==> config.mk <==
export PLATFORM = sky130hd
export DESIGN_NAME = hex_digit_entry
export DESIGN_NICKNAME = d
export VERILOG_FILES = /design/src/rtl/hex_digit_entry.sv
export SDC_FILE = /design/constraint.sdc
export NUM_CORES = 1
export LEC_CHECK = 0
export CORE_MARGIN = 2
export CORE_UTILIZATION = 54
export CTS_CLUSTER_SIZE = 24
export DETAILED_ROUTE_END_ITERATION = 8
export GPL_ROUTABILITY_DRIVEN = 0
export GPL_TIMING_DRIVEN = 0
export PLACE_DENSITY = 0.83
export SYNTH_ARGS = -nofsm -noshare
export SYNTH_HDL_FRONTEND = slang
export SYNTH_SLANG_ARGS = --single-unit
==> constraint.sdc <==
create_clock -name clk -period 7.7 [get_ports clk]
set_input_delay 1.54 -clock clk [delete_from_list [all_inputs] [get_ports clk]]
set_output_delay 1.54 -clock clk [all_outputs]
set_load 0.02 [all_outputs]
==> src/rtl/hex_digit_entry.sv <==
// hex_digit_entry: write side of the multiplexed hex display path.
// Hex digits are shifted into a live edit word one strobe at a time; the
// word can be trimmed (backspace), discarded (clear) or committed (enter).
// Each control input is a level; only its rising edge performs an action.
// At most one action happens per cycle, priority clear > enter > backspace
// > digit, and lower-priority edges in that cycle are dropped.
module hex_digit_entry #(
  parameter int NUM_DIGITS  = 8,    // 2..8
  parameter bit AUTO_COMMIT = 1'b0  // commit as soon as the last slot fills
) (
  input  logic                    clk,
  input  logic                    reset,
  input  logic [3:0]              digit_in,
  input  logic                    digit_stb,
  input  logic                    enter,
  input  logic                    backspace,
  input  logic                    clear,
  output logic [4*NUM_DIGITS-1:0] HEX_edit,
  output logic [4*NUM_DIGITS-1:0] HEX_out,
  output logic [3:0]              count,
  output logic                    full,
  output logic                    commit,
  output logic                    reject
);

  localparam int         W       = 4 * NUM_DIGITS;
  localparam logic [3:0] CNT_MAX = 4'(NUM_DIGITS);

  typedef enum logic [1:0] {
    ST_EMPTY   = 2'd0,
    ST_PARTIAL = 2'd1,
    ST_FULL    = 2'd2
  } state_t;

  state_t         r_state;
  state_t         w_state_nx;
  logic [W-1:0]   r_edit;
  logic [W-1:0]   r_out;
  logic [W-1:0]   w_edit_nx;
  logic [W-1:0]   w_out_nx;
  logic [W-1:0]   w_edit_push;
  logic [W-1:0]   w_edit_pop;
  logic [3:0]     r_count;
  logic [3:0]     w_count_nx;
  logic [3:0]     w_count_inc;
  logic [3:0]     w_count_dec;
  logic           r_commit;
  logic           r_reject;
  logic           w_commit_nx;
  logic           w_reject_nx;

  // previous-sample history for edge detection
  logic           r_stb_d;
  logic           r_enter_d;
  logic           r_bs_d;
  logic           r_clear_d;
  logic           w_ev_stb;
  logic           w_ev_enter;
  logic           w_ev_bs;
  logic           w_ev_clear;

  assign w_ev_stb   = digit_stb & ~r_stb_d;
  assign w_ev_enter = enter     & ~r_enter_d;
  assign w_ev_bs    = backspace & ~r_bs_d;
  assign w_ev_clear = clear     & ~r_clear_d;

  // Newest digit always lands in the low nibble; backspace drops it and
  // shifts zero into the top nibble.
  assign w_edit_push = {r_edit[W-5:0], digit_in};
  assign w_edit_pop  = {4'h0, r_edit[W-1:4]};
  assign w_count_inc = r_count + 4'd1;
  assign w_count_dec = r_count - 4'd1;

  // Sample the control inputs once per cycle to form single-shot edges.
  always_ff @(posedge clk or posedge reset) begin
    if (reset) begin
      r_stb_d   <= 1'b0;
      r_enter_d <= 1'b0;
      r_bs_d    <= 1'b0;
      r_clear_d <= 1'b0;
    end else begin
      r_stb_d   <= digit_stb;
      r_enter_d <= enter;
      r_bs_d    <= backspace;
      r_clear_d <= clear;
    end
  end

  // Pick the single winning action and compute the next word, count and
  // state; the pulses default low so they last exactly one cycle.
  always_comb begin
    w_state_nx  = r_state;
    w_edit_nx   = r_edit;
    w_out_nx    = r_out;
    w_count_nx  = r_count;
    w_commit_nx = 1'b0;
    w_reject_nx = 1'b0;

    if (w_ev_clear) begin
      w_edit_nx  = '0;
      w_count_nx = 4'd0;
      w_state_nx = ST_EMPTY;
    end else if (w_ev_enter) begin
      // Committing an empty word is legal and publishes zero.
      w_out_nx    = r_edit;
      w_commit_nx = 1'b1;
      w_edit_nx   = '0;
      w_count_nx  = 4'd0;
      w_state_nx  = ST_EMPTY;
    end else if (w_ev_bs) begin
      if (r_state == ST_EMPTY) begin
        w_reject_nx = 1'b1;
      end else begin
        w_edit_nx  = w_edit_pop;
        w_count_nx = w_count_dec;
        w_state_nx = (w_count_dec == 4'd0) ? ST_EMPTY : ST_PARTIAL;
      end
    end else if (w_ev_stb) begin
      if (r_state == ST_FULL) begin
        w_reject_nx = 1'b1;
      end else if (w_count_inc == CNT_MAX) begin
        if (AUTO_COMMIT) begin
          // The last digit publishes the word directly; FULL is never held.
          w_out_nx    = w_edit_push;
          w_commit_nx = 1'b1;
          w_edit_nx   = '0;
          w_count_nx  = 4'd0;
          w_state_nx  = ST_EMPTY;
        end else begin
          w_edit_nx  = w_edit_push;
          w_count_nx = w_count_inc;
          w_state_nx = ST_FULL;
        end
      end else begin
        w_edit_nx  = w_edit_push;
        w_count_nx = w_count_inc;
        w_state_nx = ST_PARTIAL;
      end
    end
  end

  // State, data and pulse registers; reset clears the committed word too.
  always_ff @(posedge clk or posedge reset) begin
    if (reset) begin
      r_state  <= ST_EMPTY;
      r_edit   <= '0;
      r_out    <= '0;
      r_count  <= 4'd0;
      r_commit <= 1'b0;
      r_reject <= 1'b0;
    end else begin
      r_state  <= w_state_nx;
      r_edit   <= w_edit_nx;
      r_out    <= w_out_nx;
      r_count  <= w_count_nx;
      r_commit <= w_commit_nx;
      r_reject <= w_reject_nx;
    end
  end

  assign HEX_edit = r_edit;
  assign HEX_out  = r_out;
  assign count    = r_count;
  assign full     = (r_count == CNT_MAX);
  assign commit   = r_commit;
  assign reject   = r_reject;

endmodule

* Yosys cells after proc, flatten, opt, wreduce, memory -nomap -nowiden
Cells that the tools add are included.
** Word-level totals
- Register bits :: 76
- Bits in latches :: 0
- RAM bits :: 0
- Memory bits (read-only) :: 0
- Output and inout bits :: 71
- Logic and storage cells :: 59
- Memories :: 0
** Cells by class
- $add $sub $neg :: 2
- Multiply operators :: 0
- Div/mod/pow operators :: 0
- Order comparisons :: 0
- Equality and inequality tests :: 5
- Shifts and indexed selects :: 0
- Multiplexer cells :: 28
- Bitwise operators :: 9
- Reduce and logical (&&, ||, !) cells :: 5
** Operator list (number)
- 32-bit 2-to-1 mux :: 6
- 4-bit 2-to-1 mux :: 6
- 2-bit 2-to-1 mux :: 7
- 1-bit 2-to-1 mux :: 9
- 4-bit equality test (second input constant) :: 2
- 4-bit != test (second input constant) :: 2
- 1-bit inverter :: 5
- 4-bit by 1-bit adder with 4-bit output (second input constant) :: 1
- 1-bit AND :: 4
- 4-bit zero test :: 1
- 4-bit nonzero test :: 1
- 4-bit by 1-bit subtractor with 4-bit output (second input constant) :: 1
- 3-bit AND reduction :: 1
- 2-bit equality test (second input constant) :: 1
- 2-bit zero test :: 1
- 2-bit AND reduction :: 1

* Logic depth before layout (Yosys ltp)
Gate-level depths: netlist of the first run.
- Depth after elaboration :: 8
- Gate-level depth with buffers :: 6

* Least setup slack after synthesis of the first run
Ideal clock, no wire load.
- Path kind :: register -> output
- Start :: reg r_count[0], in the netlist count[0]
- End :: out full
- Data arrival time :: 1.132 ns
- Setup slack :: 5.028 ns
- Cell stages (with the launch flop) :: 5
- Buffers on the path :: 0
- Cell sequence :: dfrtp_1 > inv_1 > ha_1 > nand2_1 > nor2_1
** Between the ends
- Word-level cells in the longest chain between the ends :: 1
** RTL lines
- from (decl) :: line 43 : logic [3:0] r_count;
- from (signal assigned) :: line 155 : r_count <= w_count_nx;
- 4-bit equality test :: line 164 : assign full = (r_count == CNT_MAX);
- to (decl) :: line 21 : output logic full,
Every way passes these cells.

* Worst setup path after layout of the first run
Ends and elaborated chain as after synthesis.

==> flow_summary_export.csv, run 1 <==
group,metric,value,unit
run_status,outcome,"finished clean",
final_layout,antenna_cells,0,
clock_network,cts_made_buffers,9,
worst_setup_path,startpoint,"count[0]",
clock_network,cts_setup_buffers,0,
placement,dp_hpwl,5680,um
timing,rsz0062_at_grt,"false",
clock_network,cts_root_buf,"clkbuf_8",
yosys,yosysTopAreaCellShare,0.553,
worst_setup_path,cp-start-kind,"register",
timing,finalClockSkew,0.00501,ns
global_route,grt_pass1_vias,2697,
clock_network,postCtsResizedCells,0,
route,postRouteAntennaNets,0,
min_path,hp-class,"reg2reg",
floorplanning,die_width,83.8,um
timing,setup_viol,0,
final_layout,final_common_cell,"clkdlybuf4s50_1",
final_layout,utilization,0.734,
power,static-leakage-power,2.01,nW
yosys,synth-edff-count,0,
timing,fmax,287,MHz
timing,finalHoldViolations,0,
power,ir_drop,160,uV
timing,finalMaxSlewViolations,0,
clock_network,htreeDepth,3,
global_route,grt_overflow_total,0,
worst_setup_path,cp_cell_sequence,"inv_1 > ha_1 > nand2_1 > nor2_1 > clkdlybuf4s50_1",
worst_setup_path,setup.worst_path.end_class,"output pin",
timing,hold_ws,0.508,ns
worst_setup_path,slowest_stage,"clkdlybuf4s50_1",
route,first_pass_iters,4,
worst_setup_path,critPathMaxStageDelay,0.61,ns
worst_setup_path,cp.arrival,1.95,ns
clock_network,cts.sinks,76,
worst_setup_path,path_class,"reg2out",
route,drtIter0Drc,219,
route,wl_per_cell,18.1,um
yosys,synth-seq-cells,76,
clock_network,cts.clk_slew.worst_paths,0.08,ns
clock_network,clk_path_buf_depth,2,
worst_setup_path,cp_num_buf_inv,2,
yosys,netlist_area,3440,um2
floorplanning,ios,81,
route,vias,2667,
worst_setup_path,cp_top_family,"buffers and inverters",
floorplanning,die_h,83.8,um
route,route.detailed.drc,0,
job,max_cap_violations,0,
timing,period_minus_slack,3.49,ns
clock_network,hold_buffers,0,
final_layout,num-nets-final,385,
final_layout,syn_to_final_growth,33.1,%
floorplanning,row_count,29,
floorplanning,initial_core_util,0.551,
yosys,avgSynthCellArea,12.3,um2
yosys,yosysTopAreaCell,"dfrtp_1",
timing,worst_pin_slew,0.532,ns
clock_network,cts_tree,"yes",
global_route,antenna_found_initial,0,
yosys,synth_nets,293,
timing,maxSlewHeadroom,0.644,
yosys,ys.flop_type,"dfrtp_1",
worst_setup_path,critPathMaxFanout,8,
final_layout,drive_gt1_frac,0.175,
yosys,yosysUniqueCellTypes,31,
yosys,synth_area_leaders,"dfrtp_1 (55%), mux2_2 (10%), mux2i_1 (8.7%)",
worst_setup_path,cp.required,6.16,ns
route,routed_via_density,5.87,
placement,numPortBuffers,80,
global_route,grt_max_degree,69,
yosys,synth_cells,280,
route,totalWireLength,8210,um
floorplanning,die_area,7030,um2
global_route,grt_use_total,0.245,
timing,period_share,0.453,
global_route,grt_pass1_wl,13700,um
final_layout,mostFrequentLayoutCells,"clkdlybuf4s50_1 (80), dfrtp_1 (76), mux2_2 (32), nor3_1 (32), mux2i_1 (30)",
floorplanning,core_area,6240,um2
yosys,ys_seq_area_frac,0.553,
yosys,yosys_warnings,0,
clock_network,clock_latency,0.36,ns
worst_setup_path,reg2reg_from,"r_state[0]",
timing,fin_tns_setup,0,ns
yosys,ys_async_sr_fraction,1.00,
power,p_per_area,236,nW/um2
min_path,min-delay-start,"HEX_out[5]",
power,p_total,1.08,mW
-- synth_stat cells, drive strengths merged, types with 5 or more instances --
| master | count |
|---|---|
| nor2 | 7 |
| a211oi | 29 |
| buf | 14 |
| mux2i | 30 |
| nor3 | 33 |
| a21oi | 5 |
| mux2 | 32 |
| dfrtp | 76 |
| clkbuf | 9 |
| a32o | 5 |
-- state kept, by name, indices dropped and copies added (netlist names) --
| name | flops |
|---|---|
| r_state | 2 |
| HEX_out | 32 |
| r_bs_d | 1 |
| r_enter_d | 1 |
| r_clear_d | 1 |
| reject | 1 |
| r_stb_d | 1 |
| commit | 1 |
| HEX_edit | 32 |
| count | 4 |
-- routing by layer --
metal,global-route usage,part of all wire
met1,0.345,0.44
met2,0.368,0.48
met3,0.0663,0.065
met4,0.0880,0.019
met5,0,0
-- worst register-to-register path: cells and delay by family, from the launching register on --
family	cells	cell delay, ns
flops	1	0.46
buf+inv	1	0.14
compound gates	1	0.25
simple gates	3	0.83
-- logic make-up (layout without fill, tap and decap cells) --
group / Yosys count / in the layout / synth area share
buffers and inverters: 27 / 124 / 0.0393
xor gates and xnor gates: 4 / 4 / 0.0102
and+or+nand+nor: 63 / 63 / 0.0967
DFF: 76 / 76 / 0.553
adders and majority gates: 3 / 3 / 0.0109
AOI/OAI and AO/OA: 45 / 45 / 0.0982
muxes: 62 / 62 / 0.192
-- worst paths after layout --
check / endpoint / slack [ns] / cells past startpoint
min reg2reg: HEX_out[5] / 0.51 / 1
min: HEX_out[5] / 0.51 / 1
min in group asynchronous: r_stb_d / 1.42 / 2
max reg2reg: HEX_edit[28] / 5.97 / 5
max: full / 4.21 / 5
max in group asynchronous: r_state[1] / 5.73 / 3
-- layout make-up --
type | count | area [um2]
fillers | 429 | 1660
multi-input cells | 177 | 1400
well taps | 77 | 96.3
flip-flops and latches | 76 | 1900
repair buffers | 81 | 828
clock inverters | 5 | 58.8
plain buffers | 23 | 120
inverters | 4 | 17.5
clock buffers | 11 | 151
-- metrics by stage --
| stage | setup slack, ns | instances | area [um2] |
|---|---|---|---|
| after global routing | 4.12 | 454 | 4580 |
| after floorplan | 4.22 | 280 | 3440 |
| after CTS | 4.22 | 454 | 4580 |
| after global placement | 3.00 | 437 | 4340 |
| after detailed placement | 4.35 | 438 | 4370 |
| final | 4.21 | 454 | 4580 |
-- report_power, final --
part | switching, mW | internal (mW)
registers | 0.0420 | 0.444
logic | 0.137 | 0.136
clock network | 0.153 | 0.168
total | 0.332 | 0.747
Note: power is estimated with default switching activity, not from simulation.
==> run 2, diff against run 1 <==
- CORE_UTILIZATION: 54 -> 45
- PLACE_DENSITY: 0.83 -> 0.73
- clock period: 7.7 -> 3.05 ns (I/O delays scaled with it)
==> run 2 against run 1 <==
Compared with the run above:
- wire length decreased by 2.6%
- sequential share of layout area down 0.079 points
- clock power rose by 130%
- global-route usage down 4.1 points
- cell count is 4.8% higher
- sequential cell count unchanged
- critical endpoint unchanged
- largest cell class unchanged
- highest routed layer unchanged
==> flow_summary_export.csv, run 2 (synthesis gave the netlist of run 1 again) <==
group,metric,value,unit
route,totalWireLength,7990,um
clock_network,clk_path_buf_depth,2,
timing,finalClockSkew,0.00963,ns
clock_network,cts_tree,"yes",
timing,setup_ws,0.541,ns
route,drtIter0Drc,120,
clock_network,cts_made_buffers,9,
run_status,outcome,"finished clean",
route,routed_via_density,5.53,
timing,finalHoldViolations,0,
final_layout,final_common_cell,"clkdlybuf4s50_1",
floorplanning,core_area,7330,um2
power,ir_drop,328,uV
timing,worst_pin_slew,0.539,ns
timing,hold_ws,0.509,ns
worst_setup_path,path_class,"reg2out",
power,static-leakage-power,2.00,nW
global_route,grt_pass1_wl,13600,um
clock_network,cts.clk_slew.worst_paths,0.08,ns
timing,period_share,0.823,
final_layout,antenna_cells,0,
global_route,grt_pass1_vias,2578,
power,clkPwrFrac,0.282,
timing,fmax,398,MHz
floorplanning,ios,81,
final_layout,drive_gt1_frac,0.170,
clock_network,cts.sinks,76,
final_layout,multi_input_area,1400,um2
global_route,grt_overflow_total,0,
clock_network,cts_setup_buffers,0,
final_layout,syn_to_final_growth,33.3,%
timing,rsz0062_at_grt,"false",
worst_setup_path,critPathMaxFanout,8,
timing,maxSlewHeadroom,0.641,
global_route,antenna_found_initial,0,
power,combPwrFrac,0.258,
power,p_per_area,580,nW/um2
clock_network,clock_latency,0.34,ns
timing,period_minus_slack,2.51,ns
global_route,grt_use_total,0.204,
placement,dp_hpwl,5650,um
min_path,hp-class,"reg2reg",
power,sequentialPowerShare,0.460,
timing,setup_viol,0,
final_layout,fillers,583,
worst_setup_path,setup.worst_path.end_class,"output pin",
placement,place_ws,0.627,ns
worst_setup_path,cp.arrival,1.90,ns
power,internal-power,1.84,mW
route,postRouteAntennaNets,0,
power,p_sw,0.815,mW
final_layout,mostFrequentLayoutCells,"clkdlybuf4s50_1 (80), dfrtp_1 (76), mux2_2 (32), nor3_1 (32), mux2i_1 (30)",
global_route,grt_max_degree,48,
final_layout,num-nets-final,385,
worst_setup_path,cp.required,2.44,ns
power,netSwitchingFraction,0.306,
power,p_total,2.66,mW
floorplanning,die_area,8360,um2
route,route.detailed.drc,0,
floorplanning,die_h,91.4,um
route,wl_per_cell,16.8,um
job,max_cap_violations,0,
route,vias,2633,
clock_network,htreeDepth,3,
floorplanning,initial_core_util,0.469,
route,first_pass_iters,4,
placement,numPortBuffers,80,
floorplanning,die_width,91.4,um
final_layout,utilization,0.626,
worst_setup_path,cp-start-kind,"register",
timing,finalMaxSlewViolations,0,
floorplanning,row_count,31,
clock_network,cts_root_buf,"clkbuf_8",
clock_network,hold_buffers,0,
final_layout,regArea,1900,um2
worst_setup_path,r2r_setup_slack,1.35,ns
clock_network,postCtsResizedCells,0,
[run 2: area by class of cell]
class	instances	area share
clock inverter	5	0.0131
timing repair buffer	81	0.181
tap	99	0.0270
buffer	23	0.0262
sequential	76	0.415
inverter	4	0.00382
multi-input combinational	177	0.306
clock buffer	11	0.0286
[run 2: stage by stage]
| step | setup TNS, ns | cells | instance area, um2 |
|---|---|---|---|
| detailed placement | 0 | 460 | 4400 |
| finish | 0 | 476 | 4590 |
| global route | 0 | 476 | 4590 |
| floorplan | 0 | 280 | 3440 |
| CTS | 0 | 476 | 4590 |
| global placement | -59.44 | 459 | 4370 |
[run 2: path summary, 6_finish.rpt]
| kind | from | end | cells after the start |
|---|---|---|---|
| worst max-delay path | count[0] | full | 5 |
| worst min-delay path | HEX_out[30] | HEX_out[30] | 1 |
| worst max register to register | r_bs_d | HEX_edit[0] | 5 |
| worst min register to register | HEX_out[30] | HEX_out[30] | 1 |
| max in group asynchronous | reset | HEX_out[10] | 3 |
| min in group asynchronous | reset | HEX_out[31] | 2 |
[run 2: routing by layer]
metal / wire length, um / GRT usage
met1: 3750 / 0.295
met2: 3680 / 0.305
met3: 469 / 0.0539
met4: 94 / 0.0543
met5: 0 / 0
[run 2: worst max-delay path: stages (launching register included)]
cell             delay [ns]
dfrtp_1                0.47
inv_1                  0.11
ha_1                   0.21
nand2_1                0.07
nor2_1                 0.09
clkdlybuf4s50_1        0.60
[run 2: power groups by stage]
stage               clock, mW  sequential, mW  combinational, mW
floorplan                   0            1.36              0.253
global placement            0            1.24              0.675
detailed placement          0            1.25              0.689
CTS                     0.767            1.23              0.692
global route            0.815            1.24              0.734
finish                  0.749            1.22              0.686
==> run 3, diff against run 2 <==
- clock period: 3.05 -> 2.3 ns (I/O delays scaled with it)
==> run 3 against run 2 <==
Compared with the run above:
- wire length grew 1.5%
- register-to-register slack lost 0.75 ns
- worst setup slack lost 0.34 ns
- count of clock-buffer cells in the layout is the same
- via count shrank 3.0%
- sequential cell count is the same
- critical path depth is the same
==> flow_summary_export.csv, run 3 (synthesis gave the netlist of run 1 again) <==
group,metric,value,unit
clock_network,cts.clk_slew.worst_paths,0.08,ns
final_layout,syn_to_final_growth,33.5,%
final_layout,antenna_cells,0,
global_route,grt_pass1_vias,2529,
route,route.met3.wl,460,um
timing,finalHoldViolations,0,
floorplanning,row_count,31,
final_layout,regArea,1900,um2
power,p_total,3.46,mW
timing,rsz0062_at_grt,"false",
route,vias,2553,
clock_network,cts_root_buf,"clkbuf_8",
clock_network,cts_made_buffers,9,
timing,setup_viol,0,
global_route,grt_pass1_wl,13300,um
floorplanning,core_area,7330,um2
timing,hold_ws,0.503,ns
clock_network,htreeDepth,3,
global_route,grt_use_total,0.203,
power,static-leakage-power,2.01,nW
clock_network,cts_setup_buffers,0,
timing,maxSlewHeadroom,0.647,
floorplanning,die_width,91.4,um
route,route.detailed.drc,0,
route,wl_per_cell,17.0,um
final_layout,final_common_cell,"clkdlybuf4s50_1",
worst_setup_path,setup.worst_path.end_class,"output pin",
route,drtIter0Drc,110,
floorplanning,die_area,8360,um2
run_status,outcome,"finished clean",
timing,finalMaxSlewViolations,0,
route,wl_met2,3750,um
final_layout,multi_input_area,1400,um2
floorplanning,die_h,91.4,um
worst_setup_path,r2r_setup_slack,0.60,ns
timing,period_share,0.911,
clock_network,clock_latency,0.34,ns
clock_network,clk_path_buf_depth,2,
route,postRouteAntennaNets,0,
placement,dp_cells,461,
worst_setup_path,cp.required,1.84,ns
route,top_layer,"met4",
placement,dp_hpwl,5750,um
route,met1_length,3810,um
min_path,hp-class,"in2async",
worst_setup_path,path_class,"reg2out",
final_layout,fin_cells,476,
clock_network,cts.sinks,76,
worst_setup_path,critPathMaxFanout,8,
global_route,grt_overflow_total,0,
power,p_per_area,753,nW/um2
route,routed_via_density,5.36,
final_layout,num-nets-final,386,
timing,worst_pin_slew,0.529,ns
floorplanning,initial_core_util,0.469,
timing,fmax,477,MHz
timing,period_minus_slack,2.10,ns
global_route,antenna_found_initial,0,
floorplanning,ios,81,
worst_setup_path,cp.arrival,1.64,ns
final_layout,utilization,0.626,
clock_network,cts_tree,"yes",
placement,numPortBuffers,80,
power,ir_drop,487,uV
final_layout,fillers,601,
final_layout,mostFrequentLayoutCells,"clkdlybuf4s50_1 (79), dfrtp_1 (76), mux2_2 (32), nor3_1 (32), mux2i_1 (30)",
job,max_cap_violations,0,
route,first_pass_iters,4,
global_route,grt_max_degree,34,
final_layout,drive_gt1_frac,0.175,
worst_setup_path,cp-start-kind,"register",
route,totalWireLength,8110,um
timing,finalClockSkew,0.00991,ns
## run 3: changes by cell type in the layout (fill, tap and decap cells not counted), sizes merged
cell           before  now
clkinvlp            1    3
buf                15   16
bufinv              1    0
inv                 5    3
clkdlybuf4s50      80   79
dlygate4sd2         0    1
## run 3: repair_timing
item,4_1_cts,5_1_grt
setup endpoints to repair,1,0
gates resized for setup,1,0
hold buffers,0,0
## run 3: area by class of cell
class / count / area share
plain buffers: 23 / 0.0262
repair buffers: 82 / 0.184
multi-input cells: 177 / 0.306
flip-flops and latches: 76 / 0.414
inverters: 4 / 0.00409
clock inverters: 4 / 0.00545
clock buffers: 11 / 0.0330
well taps: 99 / 0.0270
## run 3: metal layers
metal  vias up  track usage
li1       1210            -
met1      1260        0.288
met2        74        0.305
met3         9       0.0473
met4         0       0.0745
met5         -            0
## run 3: path summary, 6_finish.rpt
| path | startpoint | endpoint | depth (start not counted) |
|---|---|---|---|
| hold / removal | reset | HEX_out[29] | 2 |
| setup reg to reg | r_bs_d | HEX_edit[15] | 5 |
| hold reg to reg | HEX_out[27] | HEX_out[27] | 1 |
| setup / recovery | count[0] | full | 5 |
| max in group asynchronous | reset | HEX_out[15] | 4 |
| min in group clk | HEX_out[27] | HEX_out[27] | 1 |
## run 3: stage by stage
| step | setup slack, ns | instance area, um2 | TNS, ns |
|---|---|---|---|
| after floorplan | 0.708 | 3440 | 0 |
| after global placement | 0.0341 | 4370 | 0 |
| after detailed placement | -0.0163 | 4420 | -0.104 |
| after CTS | 0.196 | 4590 | 0 |
| after global routing | 0.101 | 4590 | 0 |
| final | 0.204 | 4590 | 0 |
## run 3: power breakdown
part	leakage [nW]	internal, mW	switching [mW]
sequential	1.01	1.49	0.139
combinational	0.907	0.457	0.456
clock	0.0872	0.441	0.479
## run 3: critical path: stages (launching register included)
cell and delay (ns):
dfrtp_1 0.47, inv_1 0.12, ha_1 0.23, nand2_1 0.06, nor2_1 0.08, dlygate4sd2_1 0.33
